===== config.mk =====
export PLATFORM = sky130hd
export DESIGN_NAME = instr_encoder
export DESIGN_NICKNAME = d
export VERILOG_FILES = /design/src/rtl/instr_encoder_pkg.sv /design/src/rtl/instr_encoder_pack.sv /design/src/rtl/instr_encoder.sv
export SDC_FILE = /design/constraint.sdc
export NUM_CORES = 1
export LEC_CHECK = 0
export ABC_CLOCK_PERIOD_IN_PS = 3700
export CAP_MARGIN = 20
export CORE_AREA = 3 3 84 126
export DETAILED_ROUTE_END_ITERATION = 8
export DIE_AREA = 0 0 87 129
export PLACE_DENSITY = 0.86
export SETUP_SLACK_MARGIN = 0.2
export SYNTH_ARGS = -nofsm -noshare
export SYNTH_HDL_FRONTEND = slang
export SYNTH_SLANG_ARGS = --single-unit

===== constraint.sdc =====
create_clock -name clk -period 3.7 [get_ports clk]
set_clock_uncertainty 0.1 [all_clocks]
set_input_delay 0.74 -clock clk [delete_from_list [all_inputs] [get_ports clk]]
set_output_delay 0.74 -clock clk [all_outputs]
set_load 0.01 [all_outputs]

===== src/rtl/instr_encoder_pkg.sv =====
// -----------------------------------------------------------------------------
// instr_encoder_pkg
// Shared types for the RV32 instruction encoder:
//   - OpCode, RTypeFunct3, ITypeFunct3 : field encodings the encoder knows
//   - r_type_t, i_type_t, instruction_t: bit layouts of the 32-bit word
//   - state_t                          : encoder FSM states
//   - NOP                              : word substituted for illegal requests
// -----------------------------------------------------------------------------
package instr_encoder_pkg;

    // Only register-register ALU ops and register-immediate ALU ops exist here.
    typedef enum logic [6:0] {
        R_TYPE = 7'b0110011,
        I_TYPE = 7'b0010011
    } OpCode;

    typedef enum logic [2:0] {
        ADD_OR_SUB = 3'd0,
        SLL        = 3'd1,
        SLT        = 3'd2,
        SLTU       = 3'd3,
        XOR        = 3'd4,
        SRL_OR_SRA = 3'd5,
        OR         = 3'd6,
        AND        = 3'd7
    } RTypeFunct3;

    typedef enum logic [2:0] {
        ADDI         = 3'd0,
        SLLI         = 3'd1,
        SLTI         = 3'd2,
        SLTIU        = 3'd3,
        XORI         = 3'd4,
        SRLI_OR_SRAI = 3'd5,
        ORI          = 3'd6,
        ANDI         = 3'd7
    } ITypeFunct3;

    typedef struct packed {
        logic [6:0] funct7;
        logic [4:0] rs2;
        logic [4:0] rs1;
        logic [2:0] funct3;
        logic [4:0] rd;
        logic [6:0] opcode;
    } r_type_t;

    typedef struct packed {
        logic [11:0] imm;
        logic [4:0]  rs1;
        logic [2:0]  funct3;
        logic [4:0]  rd;
        logic [6:0]  opcode;
    } i_type_t;

    // All views are 32 bits wide, so the same storage can be filled through
    // whichever layout matches the opcode and read back as a raw word.
    typedef union packed {
        r_type_t     r;
        i_type_t     i;
        logic [31:0] raw;
    } instruction_t;

    typedef enum logic [1:0] {
        IDLE  = 2'd0,
        RUN   = 2'd1,
        DRAIN = 2'd2,
        DONE  = 2'd3
    } state_t;

    // addi x0, x0, 0
    localparam logic [31:0] NOP = 32'h00000013;

    // funct7 values: base operation and the "alternate" (SUB / SRA / SRAI).
    localparam logic [6:0] FUNCT7_BASE = 7'h00;
    localparam logic [6:0] FUNCT7_ALT  = 7'h20;

    // R-type: alternate funct7 only exists for SUB and SRA.
    function automatic logic r_type_legal(input logic [6:0] funct7,
                                          input logic [2:0] funct3);
        logic ok;
        ok = (funct7 == FUNCT7_BASE) ||
             ((funct7 == FUNCT7_ALT) &&
              ((funct3 == ADD_OR_SUB) || (funct3 == SRL_OR_SRA)));
        return ok;
    endfunction

    // I-type: only the shift immediates constrain imm[11:5]; SRAI is the
    // single case where the alternate pattern is allowed.
    function automatic logic i_type_legal(input logic [11:0] imm,
                                          input logic [2:0]  funct3);
        logic ok;
        ok = 1'b1;
        if (funct3 == SLLI) begin
            ok = (imm[11:5] == FUNCT7_BASE);
        end else if (funct3 == SRLI_OR_SRAI) begin
            ok = (imm[11:5] == FUNCT7_BASE) || (imm[11:5] == FUNCT7_ALT);
        end
        return ok;
    endfunction

endpackage


===== src/rtl/instr_encoder_pack.sv =====
// -----------------------------------------------------------------------------
// instr_pack
// Combinational field packer: turns one field request into a 32-bit RV32
// instruction word and flags requests that are not legal encodings.
// Illegal requests produce NOP on word so the caller can write it as-is.
//
// Ports
//   opcode, funct3, funct7, rd, rs1, rs2, imm : request fields
//   word    : encoded instruction (NOP when illegal)
//   illegal : request had a bad opcode or a disallowed funct7 / imm[11:5]
// -----------------------------------------------------------------------------
module instr_pack
    import instr_encoder_pkg::*;
(
    input  logic [6:0]  opcode,
    input  logic [2:0]  funct3,
    input  logic [6:0]  funct7,
    input  logic [4:0]  rd,
    input  logic [4:0]  rs1,
    input  logic [4:0]  rs2,
    input  logic [11:0] imm,
    output logic [31:0] word,
    output logic        illegal
);

    instruction_t enc;

    always_comb begin
        enc     = '0;
        illegal = 1'b0;
        case (opcode)
            R_TYPE: begin
                enc.r.funct7 = funct7;
                enc.r.rs2    = rs2;
                enc.r.rs1    = rs1;
                enc.r.funct3 = funct3;
                enc.r.rd     = rd;
                enc.r.opcode = opcode;
                illegal      = !r_type_legal(funct7, funct3);
            end
            I_TYPE: begin
                // For shifts imm[4:0] is shamt and imm[11:5] sits where
                // funct7 would be, so the plain I layout already covers them.
                enc.i.imm    = imm;
                enc.i.rs1    = rs1;
                enc.i.funct3 = funct3;
                enc.i.rd     = rd;
                enc.i.opcode = opcode;
                illegal      = !i_type_legal(imm, funct3);
            end
            default: begin
                illegal = 1'b1;
            end
        endcase
    end

    assign word = illegal ? NOP : enc.raw;

endmodule


===== src/rtl/instr_encoder.sv =====
// -----------------------------------------------------------------------------
// instr_encoder
// Accepts a stream of instruction field requests, encodes each into a 32-bit
// RV32 word and writes it to consecutive word addresses of an instruction
// memory, starting at base_addr. One output register stage sits between the
// request handshake and the memory write port.
//
// Ports
//   clk, reset_n          : clock, asynchronous active-low reset
//   start, base_addr      : begin a load (IDLE only); base_addr[1:0] ignored
//   req_valid / req_ready : field-request handshake
//   req_opcode .. req_imm : instruction fields
//   req_last              : final request of the program
//   mem_we / mem_ready    : memory write handshake
//   mem_addr, mem_wdata   : write address and encoded word
//   busy                  : load in progress (RUN, DRAIN)
//   done                  : one-cycle pulse when the load has finished
//   err                   : sticky illegal-request flag, cleared on start
//   count                 : words written since start, saturating
// -----------------------------------------------------------------------------
module instr_encoder
    import instr_encoder_pkg::*;
#(
    parameter logic [15:0] MAX_COUNT = 16'hFFFF
) (
    input  logic        clk,
    input  logic        reset_n,
    input  logic        start,
    input  logic [31:0] base_addr,
    input  logic        req_valid,
    output logic        req_ready,
    input  logic [6:0]  req_opcode,
    input  logic [2:0]  req_funct3,
    input  logic [6:0]  req_funct7,
    input  logic [4:0]  req_rd,
    input  logic [4:0]  req_rs1,
    input  logic [4:0]  req_rs2,
    input  logic [11:0] req_imm,
    input  logic        req_last,
    output logic        mem_we,
    input  logic        mem_ready,
    output logic [31:0] mem_addr,
    output logic [31:0] mem_wdata,
    output logic        busy,
    output logic        done,
    output logic        err,
    output logic [15:0] count
);

    state_t      state_reg;
    logic        mem_we_reg;
    logic [31:0] mem_addr_reg;
    logic [31:0] mem_wdata_reg;
    logic        busy_reg;
    logic        done_reg;
    logic        err_reg;
    logic [15:0] count_reg;

    logic [31:0] packed_word;
    logic        packed_illegal;
    logic        accept;
    logic        write_done;

    instr_pack u_pack (
        .opcode  (req_opcode),
        .funct3  (req_funct3),
        .funct7  (req_funct7),
        .rd      (req_rd),
        .rs1     (req_rs1),
        .rs2     (req_rs2),
        .imm     (req_imm),
        .word    (packed_word),
        .illegal (packed_illegal)
    );

    // The output stage can take a new word when it is empty or is being
    // emptied this very cycle, which gives one word per cycle with no bubble.
    assign req_ready  = (state_reg == RUN) && (!mem_we_reg || mem_ready);
    assign accept     = req_valid && req_ready;
    assign write_done = mem_we_reg && mem_ready;

    always_ff @(posedge clk or negedge reset_n) begin
        if (!reset_n) begin
            state_reg     <= IDLE;
            mem_we_reg    <= 1'b0;
            mem_addr_reg  <= 32'h0;
            mem_wdata_reg <= 32'h0;
            busy_reg      <= 1'b0;
            done_reg      <= 1'b0;
            err_reg       <= 1'b0;
            count_reg     <= 16'h0;
        end else begin
            // mem_addr is the address of the word currently (or next)
            // presented, so it advances only when a write completes.
            if (write_done) begin
                mem_addr_reg <= mem_addr_reg + 32'd4;
                if (count_reg < MAX_COUNT) begin
                    count_reg <= count_reg + 16'd1;
                end
            end

            // A new acceptance reloads the stage even if the old word is
            // completing in the same cycle.
            if (accept) begin
                mem_we_reg    <= 1'b1;
                mem_wdata_reg <= packed_word;
                if (packed_illegal) begin
                    err_reg <= 1'b1;
                end
            end else if (write_done) begin
                mem_we_reg <= 1'b0;
            end

            case (state_reg)
                IDLE: begin
                    if (start) begin
                        state_reg    <= RUN;
                        busy_reg     <= 1'b1;
                        mem_addr_reg <= {base_addr[31:2], 2'b00};
                        count_reg    <= 16'h0;
                        err_reg      <= 1'b0;
                    end
                end
                RUN: begin
                    if (accept && req_last) begin
                        state_reg <= DRAIN;
                    end
                end
                DRAIN: begin
                    // The stage always holds the last word on entry; the
                    // empty-stage term only keeps the FSM from sticking.
                    if (write_done || !mem_we_reg) begin
                        state_reg <= DONE;
                        busy_reg  <= 1'b0;
                        done_reg  <= 1'b1;
                    end
                end
                DONE: begin
                    state_reg <= IDLE;
                    done_reg  <= 1'b0;
                end
                default: begin
                    state_reg <= IDLE;
                    busy_reg  <= 1'b0;
                    done_reg  <= 1'b0;
                end
            endcase
        end
    end

    assign mem_we    = mem_we_reg;
    assign mem_addr  = mem_addr_reg;
    assign mem_wdata = mem_wdata_reg;
    assign busy      = busy_reg;
    assign done      = done_reg;
    assign err       = err_reg;
    assign count     = count_reg;

endmodule


==> impl_metrics.tcl <==
set metrics [dict create \
    status "finished, final reports clean" \
    ir_drop_mv 0.525 \
    io_buffer_count 162 \
    clkTransAtPathRegs_ns 0.06 \
    synth.avg_cell_area_um2 9.66 \
    final_cells 728 \
    placed_cells 711 \
    syn_inst 453 \
    switchingPower_mw 1.27 \
    hold_viol 0 \
    ys_ff_latch 84 \
    synth_edf_count 0 \
    die_h_um 129 \
    grt_pass1_wl_um 20500 \
    htree_levels 3 \
    holdBufCountCts 0 \
    firstDrtPassIters 7 \
    fmax_ghz 0.330 \
    rsz0062_at_grt "false" \
    synthArstFlopShare_pct 100 \
    p_per_area_nw_per_um2 583 \
    gp_congestion 0.824 \
    synth_area_leader_cell "dfrtp_1" \
    postPlaceCellArea_um2 6070 \
    fin_total_pwr_mw 3.76 \
    vias 4335 \
    antenna_found_initial 0 \
    yosys_warnings 0 \
    slew_viol_final 0 \
    postCtsSetupBuffers 0 \
    area_delta_synth_final_pct 47.3 \
    io_pins 167 \
    min_period_over_period_pct 82.0 \
    fp-row-count 44 \
    yosys-top-cells-area "dfrtp_1, o31ai_1, nand2_1" \
    grt_max_degree 85 \
    crit_required_ns 2.86 \
    cts_sinks 84 \
    final.min_clock_period_ns 3.03 \
    drc 0 \
    setup_tns_ns 0 \
    initial_utilization_pct 45.4 \
    fin_nets 697 \
    dpl.hpwl_um 9300 \
    cts_tree "yes" \
    largest_reg_flops 32 \
    die_area_um2 11200 \
    clkLatencyLatePin_ns 0.33 \
    die_x_um 87 \
    root_buffer "clkbuf_16" \
    final_area_um2 6440 \
    netSwitchingFraction_pct 33.7 \
    whs_ns 0.288 \
    path_class "primary input to output port" \
    ys_types 45 \
    setup_viol 0 \
    synth-seq-area-share_pct 48.0 \
    track_usage_pct 22.9 \
    start_kind "primary input" \
    critPathMaxFanout 8 \
    antennaDiodeCount 0 \
    multi_input_area_um2 2130 \
    pwr-share-clk_pct 27.7 \
    initialDrtViolationCount 252 \
    cts_made_buffers 9 \
    arrival_ns 2.19 \
    cap_violations 0 \
    coreArea_um2 9630 \
    drt-total-wl_um 12900 \
    wire_per_inst_um 17.7 \
    internal_power_mw 2.49 \
    leakagePower_nw 2.55 \
    final_antenna_net_count 0 \
    grt_overflow 0 \
    ys.flop_type "dfrtp_1" \
    first_global_vias 4297 \
    via_per_inst 5.95 \
    tightest_slew_ns 0.904 \
    endpoint_kind "output port" \
    seqCellArea_um2 2100 \
    cts.repair.resized 0 \
    slew-limit-headroom_pct 39.1 \
    drive_gt1_share_pct 4.89 \
    synth_area_um2 4380 \
    num-fill-cells 717 \
    cts_buffer_depth 2 \
    min_path_type "primary input to async pin" \
    p_comb_share_pct 34.9 \
    yosysTopAreaCellShare_pct 48.0 \
    pwr-share-seq_pct 37.3 \
]
## worst max-delay path, stage by stage
cell	delay [ns]
clkdlybuf4s50_1	0.47
nand2b_1	0.25
and2_1	0.17
clkdlybuf4s50_1	0.56
## stage by stage
| stage | util [%] | setup slack, ns |
|---|---|---|
| 6_report | 66.9 | 0.668 |
| 5_1_grt | 66.9 | 0.572 |
| 4_1_cts | 66.7 | 0.665 |
| 3_5_place_dp | 63.0 | 0.595 |
| 3_3_place_gp | 63.0 | 0.665 |
| 2_1_floorplan | - | 1.43 |
## metal layers
layer / wire length (µm) / GRT usage, %
met5: 0 / 0
met4: 333 / 8.81
met3: 1410 / 8.20
met2: 6510 / 40.0
met1: 4630 / 25.1
## cells in the final DEF (no fill, tap or decap), drive strengths merged, types with 3 or more instances in the layout
cell and n:
a41oi 3, clkdlybuf4s50 161, a21oi 8, ha 7, a31oi 18, nor3 9, o211ai 3, clkbuf 10
bufinv 3, nand2b 4, buf 9, o21ai 26, nand3 24, o31ai 31, dfrtp 84, nor4 8
inv 7, nand2 52, or3 5, nor2 24, mux2i 14, or4 19, o21a 3, xor2 10
and2 7, nand4 13, a32o 12, and3 12, and4 3
## cell families after synthesis
logic type               synth area share [%]
AO/OA/AOI/OAI                            17.9
XOR/XNOR                                 2.40
adder cells (fa/ha/maj)                  2.00
buffers and inverters                    3.37
flip-flops                               48.0
multiplexers                             3.72
other                                  0.0857
AND/OR/NAND/NOR                          22.5
## worst paths after layout
kind                                   start  depth (start not counted)  slack (ns)      endpoint
min in group clk                mem_wdata[0]                          1        0.37  mem_wdata[0]
worst min-delay path                 reset_n                          1        0.29   mem_addr[6]
worst min register to register  mem_wdata[0]                          1        0.37  mem_wdata[0]
max in group asynchronous            reset_n                          2        2.59     count[10]
worst max-delay path               mem_ready                          4        0.67     req_ready
worst max register to register        mem_we                          4        1.42  mem_addr[30]
## power by group through the flow
stage	Clock [mW]	Combinational, mW	Sequential (mW)
CTS	1.05	1.32	1.40
global route	1.09	1.45	1.44
global placement	0	1.27	1.39
finish	1.04	1.31	1.40
floorplan	0	0.561	1.44
detailed placement	0	1.31	1.41
## cells in the mapped netlist (all sizes together) (8+ instances only)
cell,instances
dfrtp,84
nand2,52
o31ai,31
o21ai,26
nand3,24
nor2,24
clkbuf,19
or4,19
a31oi,18
mux2i,14
nand4,13
a32o,12
and3,12
xor2,10
nor3,9
a21oi,8
buf,8
nor4,8
## final cells by class
| class | instances | share of cell area [%] |
|---|---|---|
| inverters | 7 | 0.408 |
| clock inverters | 6 | 1.73 |
| repair buffers | 170 | 26.3 |
| multi-input cells | 336 | 33.0 |
| flip-flops and latches | 84 | 32.6 |
| clock buffers | 10 | 3.71 |
| well taps | 115 | 2.23 |
Power figures use the tool's default switching activity.
